<file path="config.mk">
export PLATFORM = sky130hd
export DESIGN_NAME = pipeline_hazard_ctrl
export DESIGN_NICKNAME = d
export VERILOG_FILES = /design/src/rtl/hazard_pkg.sv /design/src/rtl/hazard_detect.sv /design/src/rtl/pipeline_hazard_ctrl.sv
export SDC_FILE = /design/constraint.sdc
export NUM_CORES = 1
export LEC_CHECK = 0
export ABC_AREA = 1
export CORE_ASPECT_RATIO = 0.9
export CORE_MARGIN = 2
export CORE_UTILIZATION = 44
export DETAILED_ROUTE_END_ITERATION = 10
export HOLD_SLACK_MARGIN = 0.06
export PLACE_DENSITY_LB_ADDON = 0.08
export SKIP_LAST_GASP = 1
export SLEW_MARGIN = 20
export SYNTH_ARGS = -nofsm -noshare
export SYNTH_HDL_FRONTEND = slang
export SYNTH_HIERARCHICAL = 1
export SYNTH_SLANG_ARGS = --single-unit
</file>
<file path="constraint.sdc">
create_clock -name clock -period 2.5 [get_ports clock]
set_input_delay 0.75 -clock clock [delete_from_list [all_inputs] [get_ports clock]]
set_output_delay 0.75 -clock clock [all_outputs]
set_load 0.03 [all_outputs]
</file>
<file path="src/rtl/hazard_pkg.sv">
// Shared types and constants for the pipeline hazard controller.
package hazard_pkg;

  localparam int unsigned REG_IDX_W = 5;
  localparam logic [31:0] NOP_INSTR = 32'h0000_0013;

  typedef enum logic [0:0] {
    StRun,
    StMacWait
  } hazard_state_e;

endpackage

</file>
<file path="src/rtl/hazard_detect.sv">
// Combinational load-use hazard compare between IF/D sources and the ID/EX load target.
module hazard_detect
  import hazard_pkg::*;
(
  input  logic [REG_IDX_W-1:0] id_rs1,
  input  logic [REG_IDX_W-1:0] id_rs2,
  input  logic [REG_IDX_W-1:0] ex_rd,
  input  logic                 ex_mem_read,
  output logic                 load_use
);

  // x0 is hardwired zero, so a load targeting it never creates a dependency.
  assign load_use = ex_mem_read && (ex_rd != '0) && ((ex_rd == id_rs1) || (ex_rd == id_rs2));

endmodule

</file>
<file path="src/rtl/pipeline_hazard_ctrl.sv">
// Stall/flush control for load-use, taken branches and multi-cycle MAC instructions.
// Optional MAC timeout abort is compiled in with HAZARD_MAC_TIMEOUT_EN.
module pipeline_hazard_ctrl
  import hazard_pkg::*;
#(
  parameter int unsigned MAC_TIMEOUT_CYCLES = 16,
  parameter int unsigned CNT_W              = 32
) (
  input  logic                 clock,
  input  logic                 reset,
  input  logic [REG_IDX_W-1:0] id_rs1,
  input  logic [REG_IDX_W-1:0] id_rs2,
  input  logic [REG_IDX_W-1:0] ex_rd,
  input  logic                 ex_mem_read,
  input  logic                 ex_branch_taken,
  input  logic                 id_is_mac,
  input  logic                 mac_done,
  output logic                 IFD_register_hold,
  output logic                 pc_hold,
  output logic                 ifd_flush,
  output logic                 idex_bubble,
  output logic                 mac_start,
  output logic                 mac_error,
  output logic [CNT_W-1:0]     stall_count
);

  hazard_state_e state_q, state_d;
  logic [CNT_W-1:0] stall_count_q, stall_count_d;

  logic load_use;
  logic hold_raw, pc_hold_raw, flush_raw, bubble_raw, start_raw, error_raw;

  hazard_detect u_hazard_detect (
    .id_rs1      (id_rs1),
    .id_rs2      (id_rs2),
    .ex_rd       (ex_rd),
    .ex_mem_read (ex_mem_read),
    .load_use    (load_use)
  );

`ifdef HAZARD_MAC_TIMEOUT_EN
  localparam int unsigned TmoW = (MAC_TIMEOUT_CYCLES > 1) ? $clog2(MAC_TIMEOUT_CYCLES) : 1;
  localparam logic [TmoW-1:0] TmoLast = TmoW'(MAC_TIMEOUT_CYCLES - 1);

  logic [TmoW-1:0] tmo_q, tmo_d;
  logic            tmo_hit;

  assign tmo_hit = (tmo_q == TmoLast);

  // Held at zero outside MAC_WAIT so every MAC_WAIT entry starts from a clean count.
  always_comb begin
    tmo_d = '0;
    if (state_q == StMacWait && !mac_done && !tmo_hit) begin
      tmo_d = tmo_q + TmoW'(1);
    end
  end

  always_ff @(posedge clock or negedge reset) begin
    if (!reset) begin
      tmo_q <= '0;
    end else begin
      tmo_q <= tmo_d;
    end
  end
`else
  logic tmo_hit;
  logic unused_tmo_cfg;

  assign tmo_hit        = 1'b0;
  assign unused_tmo_cfg = ^MAC_TIMEOUT_CYCLES;
`endif

  always_comb begin
    state_d     = state_q;
    hold_raw    = 1'b0;
    pc_hold_raw = 1'b0;
    flush_raw   = 1'b0;
    bubble_raw  = 1'b0;
    start_raw   = 1'b0;
    error_raw   = 1'b0;
    unique case (state_q)
      StRun: begin
        if (ex_branch_taken) begin
          flush_raw  = 1'b1;
          bubble_raw = 1'b1;
        end else if (load_use) begin
          hold_raw    = 1'b1;
          pc_hold_raw = 1'b1;
          bubble_raw  = 1'b1;
        end else if (id_is_mac) begin
          start_raw   = 1'b1;
          hold_raw    = 1'b1;
          pc_hold_raw = 1'b1;
          bubble_raw  = 1'b1;
          state_d     = StMacWait;
        end
      end
      StMacWait: begin
        // Taken branches are ignored here: ID/EX only ever holds a bubble while waiting.
        if (mac_done) begin
          flush_raw = 1'b1;
          state_d   = StRun;
        end else if (tmo_hit) begin
          error_raw  = 1'b1;
          flush_raw  = 1'b1;
          bubble_raw = 1'b1;
          state_d    = StRun;
        end else begin
          hold_raw    = 1'b1;
          pc_hold_raw = 1'b1;
          bubble_raw  = 1'b1;
        end
      end
      default: state_d = StRun;
    endcase
  end

  // Outputs are forced low for the whole time reset is held, independent of inputs.
  assign IFD_register_hold = reset & hold_raw;
  assign pc_hold           = reset & pc_hold_raw;
  assign ifd_flush         = reset & flush_raw;
  assign idex_bubble       = reset & bubble_raw;
  assign mac_start         = reset & start_raw;
  assign mac_error         = reset & error_raw;

  always_comb begin
    stall_count_d = stall_count_q;
    if (pc_hold) begin
      stall_count_d = stall_count_q + CNT_W'(1);
    end
  end

  always_ff @(posedge clock or negedge reset) begin
    if (!reset) begin
      state_q       <= StRun;
      stall_count_q <= '0;
    end else begin
      state_q       <= state_d;
      stall_count_q <= stall_count_d;
    end
  end

  assign stall_count = stall_count_q;

endmodule
</file>
==> impl_metrics.env <==
export IMPL_yosysMostFrequentCell="nand2_1"
export IMPL_endpoint="IFD_register_hold"
export IMPL_routedWlPerCell_um=11.98
export IMPL_drive_gt1_frac=0.1979
export IMPL_seq_area_frac_synth=0.3716
export IMPL_leakage_nw=1.453
export IMPL_min_period_ns=2.659
export IMPL_die_w_um=78.91
export IMPL_synth_cell_type_count=26
export IMPL_drt_iter0_markers=88
export IMPL_layout_cells_non_filler=454
export IMPL_ant_nets=0
export IMPL_coreArea_um2=4865
export IMPL_fmax_mhz=376.0
export IMPL_arrival_ns=1.91
export IMPL_routed_top_layer="met4"
export IMPL_hold_viol=0
export IMPL_grt_pass1_wl_um=9142
export IMPL_dp_slack_ns=-0.6650
export IMPL_viasPerCell=4.762
export IMPL_cts_tree="yes"
export IMPL_drc=0
export IMPL_cts_root_buf="clkbuf_8"
export IMPL_die_h_um=71.42
export IMPL_post_route_util=0.6299
export IMPL_violations="setup timing"
export IMPL_timing_hold_ws_ns=0.5011
export IMPL_totalWireLength_um=5440
export IMPL_dr_wl_met2_um=2549
export IMPL_critPathLaunchType="input pin"
export IMPL_place_hpwl_um=4094
export IMPL_yosys_top_cells_area="dfrtp_1 (37%), nand2_1 (18%), xor2_1 (6.7%)"
export IMPL_syn_area_um2=2222
export IMPL_gp_congestion=0.8521
export IMPL_syn_area_per_cell_um2=7.054
export IMPL_r2r_start="state_q"
export IMPL_insertion_delay_ns=0.29
export IMPL_io_buffers=57
export IMPL_synth_async_reset_ratio=1.000
export IMPL_clk_pin_slew_worst_paths_ns=0.07
export IMPL_fin_crit_sh=1.064
export IMPL_overflow=0
export IMPL_cp_startpoint="id_rs2[4]"
export IMPL_peakVddDrop_uv=613.2
export IMPL_hold_start="stall_count[31]"
export IMPL_io_pins=59
export IMPL_ys_ff_latch=33
export IMPL_rows=24
export IMPL_synth_ff_type="dfrtp_1"
export IMPL_outcome="finished, violations left"
export IMPL_synth_top_area_cell="dfrtp_1"
export IMPL_nFillCells=472
export IMPL_cts_max_level=2
export IMPL_cp_end_kind="output pin"
export IMPL_antenna_found_initial=0
export IMPL_num_vias=2162
export IMPL_synth_commonest_cells="nand2_1 (109), inv_1 (39), nor2_1 (38), dfrtp_1 (33), nand3_1 (21)"
export IMPL_p_per_area_nw_per_um2=542.1
export IMPL_met3_length_um=231
export IMPL_crit_path_cell_trace="buf_2 -> inv_1 -> nand2_2 -> nand2_1 -> nor2_1 -> nand3_1 -> a21oi_2 -> nor2_2 -> o21ai_4 -> nand2_8 -> inv_6 -> buf_6"
export IMPL_setup_tns_ns=-0.4480
export IMPL_dieArea_um2=5636
export IMPL_wl_met1_um=2607
export IMPL_start_util=0.4568
export IMPL_placed_cells=446
export IMPL_cts_buffers=5
export IMPL_grt_pass1_vias=2045
export IMPL_drv_slew=0
export IMPL_synth_nets=337
export IMPL_timing_final_ws_setup_ns=-0.1594
export IMPL_cpPeakStageDelay_ns=0.19
export IMPL_final_nets=411
export IMPL_crit_type="input pin to output pin"
export IMPL_cp_slowest_cell="o21ai_4"
export IMPL_synth_warnings=6
export IMPL_critPathMaxFanout=3
export IMPL_clkSinkCount=33
export IMPL_hp_class="flop to flop"
export IMPL_yosysTopAreaCellShare=0.3716
export IMPL_track_usage=0.2062
export IMPL_maxCapViolCount=0
export IMPL_r2r_slack_ns=0.84
export IMPL_cp_required_ns=1.75
export IMPL_synth_edf_count=0
export IMPL_antennaDiodeCount=0
export IMPL_rsz0062_at_grt="yes"
export IMPL_synthCells=315
export IMPL_syn_to_final_growth_pct=37.89
export IMPL_r2r_cells=7
export IMPL_first_pass_iters=4
export IMPL_skew_ns=0.005952
export IMPL_reg2reg_to="stall_count[13]"
export IMPL_grt_max_degree=34
export IMPL_setup_violations=3
export IMPL_cts_max_path_buffers=2
## layer usage
layer,up-vias,global-route usage
met5,-,0
met4,0,0.06897
met3,5,0.04282
met2,42,0.3381
met1,1002,0.2745
li1,1113,-
## through the flow
step                total power [mW]  instance area (um^2)
floorplan                      1.008                  2225
global placement               1.242                  2940
detailed placement             1.250                  2940
CTS                            1.668                  3003
global route                   1.745                  3064
finish                         1.661                  3064
## placed cells by master (no fill, tap or decap), types with 5 or more instances in the layout
master	instances
buf_6	10
nor2_2	10
inv_1	36
nand3_1	20
nand4_1	10
nor2_1	34
clkdlybuf4s50_1	34
nand2_2	5
clkbuf_8	6
dfrtp_1	33
xnor2_1	5
nor2_4	7
buf_4	16
nand2_1	106
xor2_1	17
inv_2	7
## power breakdown
part           internal (mW)  leakage (nW)  switching [mW]
sequential             0.595         0.390          0.0832
clock                  0.218        0.0443           0.192
combinational          0.233          1.02           0.340
## state kept, by name, indices dropped and copies added, names as in the netlist
| signal | flops |
|---|---|
| stall_count | 32 |
| state_q | 1 |
## how the worst min path moves through the flow
stage                            to  slack [ns]  cells past startpoint
floorplan            stall_count[0]        0.45                      0
global placement    stall_count[31]        0.49                      2
detailed placement  stall_count[31]        0.48                      2
CTS                 stall_count[31]        0.51                      2
global route        stall_count[11]        0.53                      1
finish              stall_count[31]        0.50                      2
## logic make-up after synthesis
logic type                 Yosys count  synth area share
adders and majority gates            1          0.005630
xor gates and xnor gates            22           0.08671
and+or+nand+nor                    202            0.4189
DFF                                 33            0.3716
AOI/OAI and AO/OA                    8           0.02759
other                                1          0.001688
buffers and inverters               48           0.08783
## critical path, delay by kind of cell
family | cells | cell delay [ns]
buffers and inverters | 4 | 0.32
and+or+nand+nor | 6 | 0.47
AOI/OAI and AO/OA | 2 | 0.35
## final cells by class
type / instances / area, um^2 / area share
Timing Repair Buffer: 70 / 659.4 / 0.2152
Multi-Input combinational cell: 234 / 1235 / 0.4030
Sequential cell: 33 / 825.8 / 0.2695
Tap cell: 65 / 81.33 / 0.02654
Clock buffer: 7 / 86.33 / 0.02817
Inverter: 45 / 176.4 / 0.05757
## what timing repair did
| action | in CTS | in global routing |
|---|---|---|
| setup buffers | 0 | 1 |
| gates resized for setup | 70 | 17 |
| pin swaps | 21 | 19 |
| hold buffers | 0 | 0 |
| setup endpoints to repair | 26 | 6 |
| endpoints found under the hold margin | 0 | 0 |
Note: power is estimated with default switching activity, not from simulation.
